$ cat config.mk
export PLATFORM = sky130hd
export DESIGN_NAME = apu_voice_bank_flat
export DESIGN_NICKNAME = d
export VERILOG_FILES = /design/src/rtl/apu_voice_bank_if.sv /design/src/rtl/apu_voice_bank.sv /design/src/flat_wrapper.sv
export SDC_FILE = /design/constraint.sdc
export NUM_CORES = 1
export LEC_CHECK = 0
export CAP_MARGIN = 5
export CORE_MARGIN = 2
export CORE_UTILIZATION = 56
export DETAILED_ROUTE_END_ITERATION = 8
export GPL_ROUTABILITY_DRIVEN = 0
export PLACE_DENSITY = 0.9
export SETUP_SLACK_MARGIN = 0.4
export SLEW_MARGIN = 0
export SYNTH_ARGS = -nofsm -noshare
export SYNTH_HDL_FRONTEND = slang
export SYNTH_SLANG_ARGS = --single-unit
export TNS_END_PERCENT = 5
$ cat constraint.sdc
create_clock -name clk -period 2.5 [get_ports clk]
set_input_delay 0.25 -clock clk [delete_from_list [all_inputs] [get_ports clk]]
set_output_delay 0.25 -clock clk [all_outputs]
set_load 0.05 [all_outputs]
$ cat src/rtl/apu_voice_bank_if.sv
// apu_voice_bank_if
//   Control/audio bundle between the voice bank and whatever drives it
//   (sequencer, CPU glue, VGA timing generator).
//   master : drives per-voice controls and the video timebase, reads sound/active
//   slave  : the voice bank itself
//   Signals:
//     trigger    [NUM_VOICES]          per-voice level trigger, rising edge starts a voice
//     noise_mode [NUM_VOICES]          1 = LFSR noise oscillator, 0 = square
//     fast_decay [NUM_VOICES]          1 = envelope -2/frame, 0 = -1/frame
//     pitch      [NUM_VOICES*PITCH_W]  per-voice half-period in scanlines, 0 = mute
//     frame_end                        one-cycle pulse per frame
//     pix_x      [10]                  current pixel column, 0 marks a new line
//     sound                            registered 1-bit mix
//     active     [NUM_VOICES]          voice currently sounding
interface apu_voice_bank_if #(
  parameter int unsigned NUM_VOICES = 3,
  parameter int unsigned PITCH_W    = 8
);
  logic [NUM_VOICES-1:0]         trigger;
  logic [NUM_VOICES-1:0]         noise_mode;
  logic [NUM_VOICES-1:0]         fast_decay;
  logic [NUM_VOICES*PITCH_W-1:0] pitch;
  logic                          frame_end;
  logic [9:0]                    pix_x;
  logic                          sound;
  logic [NUM_VOICES-1:0]         active;

  modport master (
    output trigger, noise_mode, fast_decay, pitch, frame_end, pix_x,
    input  sound, active
  );

  modport slave (
    input  trigger, noise_mode, fast_decay, pitch, frame_end, pix_x,
    output sound, active
  );
endinterface

$ cat src/rtl/apu_voice_bank.sv
// apu_voice_bank
//   NUM_VOICES independent percussion/tone voices. Each voice starts on a
//   rising trigger edge, decays its envelope once per frame, runs a
//   scanline-rate oscillator (square or LFSR noise) and gates it with a
//   pixel-x PWM window sized by the envelope. Voices are OR-mixed into one
//   registered 1-bit output.
//   Ports:
//     clk    system/pixel clock
//     reset  synchronous, active-high; kills all voices, reloads the LFSR
//     bus    apu_voice_bank_if.slave (controls, timebase, sound, active)
module apu_voice_bank #(
  parameter int unsigned NUM_VOICES = 3,
  parameter int unsigned ENV_W      = 5,
  parameter int unsigned PITCH_W    = 8,
  parameter logic [12:0] LFSR_SEED  = 13'h0001
) (
  input  logic                clk,
  input  logic                reset,
  apu_voice_bank_if.slave     bus
);

  logic [12:0]           lfsr;
  logic                  lfsr_fb;
  logic                  line_tick;
  logic                  sound_q;
  logic [NUM_VOICES-1:0] trig_q;
  logic [NUM_VOICES-1:0] active_q;
  logic [NUM_VOICES-1:0] osc;
  logic [NUM_VOICES-1:0] start;
  logic [NUM_VOICES-1:0] v;
  logic [ENV_W-1:0]      env     [NUM_VOICES];
  logic [ENV_W-1:0]      step    [NUM_VOICES];
  logic [PITCH_W-1:0]    phase   [NUM_VOICES];
  logic [PITCH_W-1:0]    pitch_v [NUM_VOICES];

  always_comb begin
    line_tick = (bus.pix_x == '0);
    // Shift-left Fibonacci: a zero low part forces lfsr[12]=1, so fb=1 and
    // the register can never reach all-zero from a nonzero seed.
    lfsr_fb   = lfsr[12] ^ lfsr[8] ^ lfsr[2] ^ lfsr[0];
    start     = bus.trigger & ~trig_q;
    v         = '0;
    pitch_v   = '{default: '0};
    step      = '{default: '0};
    for (int unsigned i = 0; i < NUM_VOICES; i++) begin
      pitch_v[i] = bus.pitch[i*PITCH_W +: PITCH_W];
      step[i]    = bus.fast_decay[i] ? ENV_W'(2) : ENV_W'(1);
      // PWM window is env*4 pixels wide, compared at 10 bits.
      v[i]       = active_q[i] & osc[i] & (bus.pix_x < 10'({env[i], 2'b00}));
    end
  end

  always_ff @(posedge clk) begin
    if (reset) begin
      lfsr     <= LFSR_SEED;
      trig_q   <= '0;
      active_q <= '0;
      osc      <= '0;
      sound_q  <= 1'b0;
      for (int unsigned i = 0; i < NUM_VOICES; i++) begin
        env[i]   <= '0;
        phase[i] <= '0;
      end
    end else begin
      lfsr    <= {lfsr[11:0], lfsr_fb};
      trig_q  <= bus.trigger;
      sound_q <= |v;
      for (int unsigned i = 0; i < NUM_VOICES; i++) begin
        if (start[i]) begin
          // A start edge overrides any frame tick in the same cycle.
          active_q[i] <= 1'b1;
          env[i]      <= '1;
          phase[i]    <= '0;
          osc[i]      <= 1'b0;
        end else begin
          if (bus.frame_end && active_q[i]) begin
            if (env[i] <= step[i]) begin
              env[i]      <= '0;
              active_q[i] <= 1'b0;
            end else begin
              env[i] <= env[i] - step[i];
            end
          end
          if (pitch_v[i] == '0) begin
            phase[i] <= '0;
            osc[i]   <= 1'b0;
          end else if (line_tick && active_q[i]) begin
            // >= rather than == so a mid-voice pitch drop below the current
            // phase wraps on the very next line instead of running to overflow.
            if (phase[i] >= pitch_v[i] - PITCH_W'(1)) begin
              phase[i] <= '0;
              osc[i]   <= bus.noise_mode[i] ? lfsr[0] : ~osc[i];
            end else begin
              phase[i] <= phase[i] + PITCH_W'(1);
            end
          end
        end
      end
    end
  end

  assign bus.sound  = sound_q;
  assign bus.active = active_q;

endmodule
$ cat src/flat_wrapper.sv
// flat-port wrapper written by rule: the top's interface ports become plain ports
module apu_voice_bank_flat 
#(
  parameter int unsigned NUM_VOICES = 3,
  parameter int unsigned ENV_W      = 5,
  parameter int unsigned PITCH_W    = 8,
  parameter logic [12:0] LFSR_SEED  = 13'h0001
)
  (clk, reset, bus_trigger, bus_noise_mode, bus_fast_decay, bus_pitch, bus_frame_end, bus_pix_x, bus_sound, bus_active);
  apu_voice_bank_if #(.NUM_VOICES(NUM_VOICES), .PITCH_W(PITCH_W)) bus_i ();
  input  logic clk;
  input  logic reset;
  input wire logic [$bits(bus_i.trigger)-1:0] bus_trigger;
  input wire logic [$bits(bus_i.noise_mode)-1:0] bus_noise_mode;
  input wire logic [$bits(bus_i.fast_decay)-1:0] bus_fast_decay;
  input wire logic [$bits(bus_i.pitch)-1:0] bus_pitch;
  input wire logic [$bits(bus_i.frame_end)-1:0] bus_frame_end;
  input wire logic [$bits(bus_i.pix_x)-1:0] bus_pix_x;
  output wire logic [$bits(bus_i.sound)-1:0] bus_sound;
  output wire logic [$bits(bus_i.active)-1:0] bus_active;
  assign bus_i.trigger = bus_trigger;
  assign bus_i.noise_mode = bus_noise_mode;
  assign bus_i.fast_decay = bus_fast_decay;
  assign bus_i.pitch = bus_pitch;
  assign bus_i.frame_end = bus_frame_end;
  assign bus_i.pix_x = bus_pix_x;
  assign bus_sound = bus_i.sound;
  assign bus_active = bus_i.active;
  apu_voice_bank #(.NUM_VOICES(NUM_VOICES), .ENV_W(ENV_W), .PITCH_W(PITCH_W), .LFSR_SEED(LFSR_SEED)) u_core (.clk(clk), .reset(reset), .bus(bus_i));
endmodule
==> results.py, run 1 <==
metrics = {
    "cells_and_area": {
        "fin_nets": 653,
        "ff_latch_area_um2": 1632,
        "final_layout_size_suffix_gt1_share_pct": 22.40,
        "diodes": 0,
        "multiInputGateArea_um2": 2771,
        "area_growth_pct": 34.93,
        "nFillCells": 409,
    },
    "power_and_ir_drop": {
        "peakVddDrop_v": 0.0004772,
        "intPower_w": 0.002024,
        "clockPowerShare_pct": 33.6,
        "power_w": 0.002897,
        "power_switching_w": 0.0008734,
        "combPwrFrac_pct": 24.2,
        "p_leak_nw": 2.388,
        "swShare_pct": 30.15,
        "seqPwrFrac_pct": 42.2,
        "p_per_area_nw_per_um2": 505.0,
    },
    "drt": {
        "viasPerCell": 6.046,
        "routed_wl_um": 12820,
        "via_count": 3972,
        "drc": 0,
        "wire_per_inst_um": 19.52,
        "drt-initial-drc-count": 407,
        "firstDrtPassIters": 6,
        "ant_nets": 0,
    },
    "setup_path": {
        "critPathBufInv": 3,
        "worstPathArrival_ns": 2.56,
        "worstPathRequired_ns": 2.73,
        "slowest_delay_ns": 0.40,
        "cp-start-kind": "input port",
        "end_kind": "flip-flop",
        "critPathSlowestCell": "a221oi_4",
        "worstSetupPathType": "in -> reg",
        "crit_chain": "clkdlybuf4s15_1 > nor2_2 > buf_4 > and3_4 > xnor2_2 > ha_1 > a21oi_2 > nand2_1 > a221oi_4 > nand4bb_1 > buf_6 > nor2_4",
        "cp_top_family": "simple AND/OR/NAND/NOR gates",
        "crit_fanout": 8,
    },
    "synth": {
        "synth_compound_area_share_pct": 10.59,
        "synth_fa_ha_area_share_pct": 16.42,
        "synthMuxAreaShare_pct": 0.2354,
        "ys_ff_latch": 62,
        "synthTopCellsByArea": "edfxtp_1 28%, ha_1 15%, dfxtp_1 11%",
        "ys_async_sr_fraction_pct": 0,
        "syn-cell-area_um2": 4252,
        "avgSynthCellArea_um2": 9.469,
        "synthFlopType": "edfxtp_1",
        "synth_top_area_share_pct": 27.55,
        "yosysTopAreaCell": "edfxtp_1",
        "synth_cell_type_count": 48,
        "netlist_instances": 449,
        "syn_nets": 549,
        "yosys.area_share.xor_xnor_pct": 9.270,
        "synth_top_family_by_area": "simple AND/OR/NAND/NOR gates",
        "yosys_warnings": 0,
        "synth_edf_count": 39,
        "synth-seq-area-share_pct": 38.38,
        "synthSimpleGateAreaFrac_pct": 21.10,
    },
    "grt": {
        "antenna_found_initial": 0,
        "grt_max_degree": 16,
        "grt_first_pass_wirelength_um": 17550,
        "grt_overflow": 0,
        "grt_pass1_vias": 3858,
        "track_usage_pct": 26.49,
    },
    "placed_design": {
        "port_buffers": 49,
        "hpwl_um": 7635,
        "dp_slack_ns": -0.4061,
    },
    "floorplanning": {
        "core_area_um2": 7292,
        "io_pins": 50,
        "std_cell_rows": 31,
        "die_x_um": 91.13,
        "dieArea_um2": 8305,
        "initial_core_util_pct": 58.30,
        "die_h_um": 91.13,
    },
    "clocking": {
        "cts.path.max_buffers": 2,
        "clock_latency_ns": 0.36,
        "root_buffer": "clkbuf_8",
        "clock-sinks": 62,
        "cts_tree": "done",
        "postCtsHoldBufs": 0,
        "h-tree-depth": 3,
        "clkTransAtPathRegs_ns": 0.08,
        "numCtsBuffers": 9,
    },
    "worst_hold_path": {
        "hold_class": "reg -> reg",
    },
    "sta": {
        "totalNegativeSetupSlack_ns": 0,
        "fmax_mhz": 429.5,
        "setup_viol": 0,
        "finClkSkew_ns": 0.01460,
        "tightest_slew_ns": 0.5566,
        "min_period_over_period_pct": 93.12,
        "finalWorstSetupSlack_ns": 0.1719,
        "max-slew-margin-rel_pct": 62.61,
        "hold_viol_final": 0,
        "finalCriticalPeriod_ns": 2.328,
        "slew_viol_final": 0,
        "grt_setup_unrepaired": "true",
        "timing.hold.ws_ns": 0.4385,
    },
    "status": {
        "status": "completed",
    },
    "run": {
        "maxCapViolations": 0,
    },
}
[what timing repair did]
item,in CTS,in global routing
pin swaps,19,28
cloned,0,0
setup endpoints to repair,27,27
gates resized for setup,49,64
setup buffers,6,1
[cell usage after synthesis (2+ instances only)]
master,count
clkbuf_1,3
xor2_1,19
nor4_1,4
xnor2_1,26
and2_1,3
edfxtp_1,39
nand2_1,32
and3_1,8
a21o_1,3
nor3_1,12
nor2_1,46
a221o_1,2
inv_1,41
nor4b_1,3
nand4_1,4
nor2b_1,21
a211oi_1,6
o21a_1,4
o21ai_0,17
a21oi_1,20
nand2b_1,11
nand3_1,22
dfxtp_1,23
o41a_1,2
fa_1,3
a31o_2,2
a2111oi_0,2
ha_1,51
[state kept, by name, indices dropped and copies added (netlist names)]
signal,cells
u_core.bus.active,3
u_core.bus.sound,1
u_core.env,15
u_core.lfsr,13
u_core.osc,3
u_core.phase,24
u_core.trig_q,3
[stage by stage]
| step | util [%] | area [um^2] | instances |
|---|---|---|---|
| after detailed placement | 71.05 | 5181 | 634 |
| after floorplan | - | 4275 | 449 |
| after CTS | 75.63 | 5515 | 656 |
| after global routing | 78.67 | 5737 | 657 |
| after global placement | 71.05 | 5181 | 634 |
| final | 78.67 | 5737 | 657 |
[placed cells by master, fill, tap and decap left out, types with 10 or more instances in the layout]
| cell type | Yosys | layout |
|---|---|---|
| nand3_1 | 22 | 22 |
| buf_4 | 0 | 46 |
| xnor2_1 | 26 | 24 |
| ha_1 | 51 | 48 |
| inv_1 | 41 | 38 |
| dfxtp_1 | 23 | 23 |
| xor2_1 | 19 | 19 |
| clkdlybuf4s50_1 | 0 | 29 |
| nand2b_1 | 11 | 10 |
| nor2_1 | 46 | 30 |
| nand2_1 | 32 | 30 |
| o21ai_0 | 17 | 14 |
| nor2b_1 | 21 | 21 |
| edfxtp_1 | 39 | 39 |
| a21oi_1 | 20 | 18 |
[layer usage]
layer | part of all wire [%] | vias to the layer above | wire length [um] | global-route usage (%)
met2 | 50 | 220 | 6456 | 46.30
met4 | 6.7 | 0 | 864 | 11.74
met3 | 7.3 | 70 | 933 | 5.477
met5 | 0 | - | 0 | 0
li1 | - | 1793 | - | -
met1 | 36 | 1889 | 4569 | 31.32
[worst paths after layout]
check | startpoint | end | slack [ns] | depth (start not counted)
min | u_core.lfsr[10] | u_core.lfsr[11] | 0.44 | 1
min reg2reg | u_core.lfsr[10] | u_core.lfsr[11] | 0.44 | 1
max | bus_pitch[4] | u_core.phase[0][2] | 0.17 | 12
max reg2reg | u_core.phase[0][6] | u_core.phase[0][2] | 0.35 | 7
[cells by family (layout without fill, tap and decap cells)]
logic type,Yosys count,in the layout
fa+ha+maj,54,54
flops,62,62
xor+xnor,45,45
mux,1,1
compound gates,68,68
buf+inv,45,154
simple gates,174,174
[cell type report]
cell class              instances  area share (%)
well taps                      99           2.159
multi-input cells             342           48.31
flip-flops and latches         62           28.44
repair buffers                 97           14.83
clock inverters                 5           1.287
clock buffers                  11           2.290
inverters                      41           2.683
[worst reg2reg max path, delay by kind of cell, from the launching register on]
family                     cells  cell delay, ns
adders and majority gates      1            0.36
and+or+nand+nor                3            0.46
DFF                            1            0.45
AOI/OAI and AO/OA              2            0.55
buffers and inverters          1            0.20
[power groups by stage]
stage / Sequential (W) / Clock, W / Combinational, W
final: 0.00122 / 0.000974 / 0.000701
after global placement: 0.00123 / 0 / 0.000542
after detailed placement: 0.00124 / 0 / 0.000577
after CTS: 0.00121 / 0.000960 / 0.000611
after global routing: 0.00123 / 0.00103 / 0.000754
after floorplan: 0.00123 / 0 / 0.000324
No activity file was read; power rests on OpenSTA's default activity.
==> run 2: changes to the inputs <==
--- a/config.mk
+++ b/config.mk
@@ -11,6 +11,7 @@
 export DETAILED_ROUTE_END_ITERATION = 8
 export GPL_ROUTABILITY_DRIVEN = 0
 export PLACE_DENSITY = 0.9
+export RECOVER_POWER = 100
 export SETUP_SLACK_MARGIN = 0.4
 export SLEW_MARGIN = 0
 export SYNTH_ARGS = -nofsm -noshare
==> run 2 against run 1 <==
Compared with the run above: critical path depth unchanged; routed wire length up 0.17%; clock power barely moved.
==> results.py, run 2 (synthesized netlist as in run 1, its figures left out) <==
metrics = {
    "drt": {
        "routed_wl_um": 12850,
        "drt-initial-drc-count": 409,
        "firstDrtPassIters": 5,
        "ant_nets": 0,
        "drc": 0,
        "wire_per_inst_um": 19.55,
        "via_count": 3976,
        "viasPerCell": 6.052,
    },
    "worst_hold_path": {
        "hold_class": "reg -> reg",
    },
    "floorplanning": {
        "core_area_um2": 7292,
        "die_x_um": 91.13,
        "die_h_um": 91.13,
        "dieArea_um2": 8305,
        "std_cell_rows": 31,
        "initial_core_util_pct": 58.30,
        "io_pins": 50,
    },
    "cells_and_area": {
        "top_regs": "u_core.phase x24, u_core.env x15, u_core.lfsr x13",
        "regMostFlops": "u_core.phase",
        "final_cells": 657,
        "layout_commonest_cell": "ha_1",
        "final_core_utilization_pct": 77.68,
        "fin_nets": 653,
        "diodes": 0,
        "largest_reg_flops": 24,
        "final_layout_size_suffix_gt1_share_pct": 20.07,
        "area_growth_pct": 33.23,
        "nFillCells": 423,
        "mostFrequentLayoutCells": "49 x ha_1, 44 x buf_4, 39 x inv_1, 39 x edfxtp_1, 33 x nor2_1",
    },
    "clocking": {
        "h-tree-depth": 3,
        "clock-sinks": 62,
        "clock_latency_ns": 0.36,
        "cts_tree": "done",
        "clkTransAtPathRegs_ns": 0.08,
        "root_buffer": "clkbuf_8",
        "numCtsBuffers": 9,
        "cts.path.max_buffers": 2,
    },
    "sta": {
        "slew_viol_final": 0,
        "tightest_slew_ns": 0.6391,
        "fmax_mhz": 415.8,
        "setup_viol": 0,
        "hold_viol_final": 0,
        "min_period_over_period_pct": 96.19,
        "finClkSkew_ns": 0.01615,
        "grt_setup_unrepaired": "true",
        "max-slew-margin-rel_pct": 57.40,
        "finalCriticalPeriod_ns": 2.405,
    },
    "setup_path": {
        "end_kind": "flip-flop",
        "slowest_delay_ns": 0.40,
        "worstPathArrival_ns": 2.63,
        "r2r_setup_slack_ns": 0.34,
        "cp-start-kind": "input port",
        "crit_chain": "clkdlybuf4s15_1 > nor2_1 > buf_4 > and3_4 > xnor2_2 > ha_1 > a21oi_2 > nand2_1 > a221oi_4 > nand4bb_1 > buf_6 > nor2_4",
        "worstPathRequired_ns": 2.73,
        "crit_fanout": 8,
        "critPathSlowestCell": "a221oi_4",
        "worstSetupPathType": "in -> reg",
    },
    "power_and_ir_drop": {
        "power_w": 0.002885,
        "p_leak_nw": 2.372,
        "p_per_area_nw_per_um2": 509.4,
        "peakVddDrop_v": 0.0004763,
    },
    "grt": {
        "grt_pass1_vias": 3858,
        "grt_max_degree": 16,
        "track_usage_pct": 26.49,
        "grt_overflow": 0,
        "antenna_found_initial": 0,
        "grt_first_pass_wirelength_um": 17550,
    },
    "status": {
        "status": "completed",
    },
    "placed_design": {
        "port_buffers": 49,
        "hpwl_um": 7635,
        "placedCellCount": 634,
    },
    "run": {
        "maxCapViolations": 0,
    },
}
-- run 2: cell count changes in the layout (fill, tap and decap cells not counted), sizes merged --
cell and delta:
buf -2, clkbuf +2, clkdlybuf4s50 -8, dlygate4sd3 +8
-- run 2: area by class of cell --
class / count / area [um^2] / area share (%)
clock buffers: 11 / 131.4 / 2.319
clock inverters: 5 / 73.82 / 1.303
inverters: 41 / 153.9 / 2.717
multi-input cells: 342 / 2708 / 47.80
flip-flops and latches: 62 / 1632 / 28.80
well taps: 99 / 123.9 / 2.187
repair buffers: 97 / 842.1 / 14.87
-- run 2: final timing paths --
path / start / endpoint / cells after the start
setup / recovery: bus_pitch[4] / u_core.phase[0][2] / 12
hold / removal: u_core.lfsr[10] / u_core.lfsr[11] / 1
setup reg to reg: u_core.phase[0][6] / u_core.phase[0][2] / 7
hold reg to reg: u_core.lfsr[10] / u_core.lfsr[11] / 1
-- run 2: critical path, delay by kind of cell --
kind | cells | cell delay (ns)
and+or+nand+nor | 5 | 0.88
adders and majority gates | 1 | 0.34
xor gates and xnor gates | 1 | 0.06
AOI/OAI and AO/OA | 2 | 0.55
buffers and inverters | 3 | 0.55
-- run 2: repair_timing --
| item | CTS | global route |
|---|---|---|
| buffers inserted | 6 | 1 |
| pin swaps | 19 | 28 |
| endpoints found under the setup margin | 27 | 27 |
| resized for setup | 49 | 64 |
| hold buffers | 0 | 0 |
-- run 2: through the flow --
step                area [um^2]  setup slack, ns  TNS [ns]  hold slack, ns
floorplan                  4275           0.2944         0          0.3782
global placement           5181          -0.2306    -4.452          0.4172
detailed placement         5181          -0.4061    -7.511          0.4228
CTS                        5515           0.2859         0          0.4402
global route               5664          0.01988         0          0.4611
finish                     5664          0.09524         0          0.4384
-- run 2: where the power goes --
group / internal [W] / switching (W) / total [W]
sequential: 0.00116 / 0.0000655 / 0.00122
clock: 0.000556 / 0.000421 / 0.000977
combinational: 0.000305 / 0.000382 / 0.000688
total: 0.00202 / 0.000869 / 0.00289
-- run 2: layer usage --
layer / vias to the layer above / part of all wire (%) / track usage, %
li1: 1794 / - / -
met2: 222 / 50 / 46.30
met4: 0 / 6.9 / 11.74
met3: 75 / 6.9 / 5.477
met1: 1885 / 36 / 31.32
met5: - / 0 / 0
==> run 3: changes to the inputs <==
--- a/config.mk
+++ b/config.mk
@@ -7,10 +7,10 @@
 export LEC_CHECK = 0
 export CAP_MARGIN = 5
 export CORE_MARGIN = 2
-export CORE_UTILIZATION = 56
+export CORE_UTILIZATION = 57
 export DETAILED_ROUTE_END_ITERATION = 8
 export GPL_ROUTABILITY_DRIVEN = 0
-export PLACE_DENSITY = 0.9
+export PLACE_DENSITY = 0.91
 export RECOVER_POWER = 100
 export SETUP_SLACK_MARGIN = 0.4
 export SLEW_MARGIN = 0
==> run 3 against run 2 <==
Compared with the run above: critical path depth shrank 2; clock skew shrank 0.0055 ns; sequential share of layout area about the same; worst setup slack gained 0.077 ns; worst hold slack better by 0.013 ns; first-iteration DRC count rose by 2.0%; largest cell class unchanged; largest power group unchanged.
==> results.py, run 3 (synthesized netlist as in run 1, its figures left out) <==
metrics = {
    "placed_design": {
        "hpwl_um": 7779,
        "port_buffers": 49,
    },
    "sta": {
        "grt_setup_unrepaired": "true",
        "finalCriticalPeriod_ns": 2.328,
        "setup_viol": 0,
        "finClkSkew_ns": 0.01069,
        "min_period_over_period_pct": 93.13,
        "slew_viol_final": 0,
        "hold_viol_final": 0,
        "max-slew-margin-rel_pct": 59.44,
        "tightest_slew_ns": 0.6083,
        "fmax_mhz": 429.5,
    },
    "setup_path": {
        "crit_fanout": 8,
        "worstPathArrival_ns": 2.51,
        "critPathSlowestCell": "or4_4",
        "worstPathRequired_ns": 2.68,
        "crit_chain": "buf_2 > or4_4 > nor4_4 > xnor2_1 > ha_1 > a21oi_2 > o21ai_2 > a21oi_4 > nand4_4 > nor2_1",
        "end_kind": "flip-flop",
        "slowest_delay_ns": 0.53,
        "cp-start-kind": "input port",
        "worstSetupPathType": "in -> reg",
    },
    "drt": {
        "viasPerCell": 6.293,
        "firstDrtPassIters": 5,
        "drc": 0,
        "routed_wl_um": 12830,
        "via_count": 4160,
        "drt-initial-drc-count": 417,
        "wire_per_inst_um": 19.42,
        "ant_nets": 0,
    },
    "clocking": {
        "cts_tree": "done",
        "clock_latency_ns": 0.34,
        "clock-sinks": 62,
        "clkTransAtPathRegs_ns": 0.07,
        "h-tree-depth": 3,
        "numCtsBuffers": 9,
        "cts.path.max_buffers": 2,
        "root_buffer": "clkbuf_8",
    },
    "floorplanning": {
        "initial_core_util_pct": 58.62,
        "core_area_um2": 7253,
        "dieArea_um2": 8166,
        "die_x_um": 90.37,
        "io_pins": 50,
        "std_cell_rows": 31,
        "die_h_um": 90.37,
    },
    "cells_and_area": {
        "largest_reg_flops": 24,
        "final_core_utilization_pct": 78.06,
        "final_layout_size_suffix_gt1_share_pct": 20.82,
        "fin_nets": 657,
        "area_growth_pct": 33.17,
        "nFillCells": 405,
        "regMostFlops": "u_core.phase",
        "top_regs": "u_core.phase x24, u_core.env x15, u_core.lfsr x13",
        "mostFrequentLayoutCells": "49 x ha_1, 44 x buf_4, 41 x inv_1, 39 x edfxtp_1, 34 x nor2_1",
        "layout_commonest_cell": "ha_1",
        "diodes": 0,
    },
    "grt": {
        "grt_overflow": 0,
        "grt_max_degree": 16,
        "grt_pass1_vias": 4299,
        "track_usage_pct": 29.44,
        "grt_first_pass_wirelength_um": 19510,
        "antenna_found_initial": 0,
    },
    "worst_hold_path": {
        "hold_class": "reg -> reg",
    },
    "power_and_ir_drop": {
        "peakVddDrop_v": 0.0004356,
        "p_per_area_nw_per_um2": 488.2,
        "power_w": 0.002764,
        "p_leak_nw": 2.389,
    },
    "status": {
        "status": "completed",
    },
    "run": {
        "maxCapViolations": 0,
    },
}
## run 3: stage by stage
stage / TNS [ns] / hold slack, ns / cell area [um^2] / instances / setup slack (ns)
after global routing: 0 / 0.4627 / 5662 / 661 / 0.04530
final: 0 / 0.4510 / 5662 / 661 / 0.1719
after CTS: 0 / 0.4462 / 5570 / 660 / 0.3154
after detailed placement: -7.135 / 0.4275 / 5196 / 636 / -0.3437
after global placement: -4.278 / 0.4175 / 5196 / 636 / -0.2289
after floorplan: 0 / 0.3782 / 4275 / 449 / 0.2944
## run 3: layout make-up
type / count / area [um^2] / share of cell area [%]
multi-input cells: 342 / 2690 / 47.51
inverters: 41 / 153.9 / 2.718
flip-flops and latches: 62 / 1632 / 28.82
clock buffers: 14 / 183.9 / 3.249
clock inverters: 2 / 11.26 / 0.1989
repair buffers: 101 / 867.1 / 15.31
well taps: 99 / 123.9 / 2.188
## run 3: critical path, delay by kind of cell
kind,cells,cell delay (ns)
AOI/OAI and AO/OA,3,0.47
and+or+nand+nor,4,1.19
xor gates and xnor gates,1,0.18
adders and majority gates,1,0.29
buffers and inverters,1,0.11
## run 3: power breakdown
part / total (W) / switching [W] / leakage, nW / internal [W]
clock: 0.000875 / 0.000400 / 0.102 / 0.000475
sequential: 0.00122 / 0.0000659 / 0.607 / 0.00116
combinational: 0.000668 / 0.000366 / 1.68 / 0.000301
total: 0.00276 / 0.000833 / 2.39 / 0.00193
## run 3: worst paths after layout
| path | depth (start not counted) | from | slack [ns] | end |
|---|---|---|---|---|
| min reg2reg | 1 | u_core.lfsr[5] | 0.45 | u_core.lfsr[6] |
| max reg2reg | 6 | u_core.phase[2][2] | 0.48 | u_core.phase[2][6] |
| max | 10 | bus_pitch[18] | 0.17 | u_core.phase[2][6] |
| min | 1 | u_core.lfsr[5] | 0.45 | u_core.lfsr[6] |
## run 3: metal layers
layer | GRT usage, % | share of wire, % | up-vias
li1 | - | - | 1808
met3 | 5.092 | 7.5 | 106
met4 | 12.82 | 6.0 | 0
met1 | 33.13 | 37 | 1960
met5 | 0 | 0 | -
met2 | 54.45 | 50 | 286
## run 3: repair_timing
item                       CTS  global route
buffers inserted             8             1
resized for setup           54            36
pin swaps                   28            22
setup endpoints to repair   27            35
hold buffers                 0             0
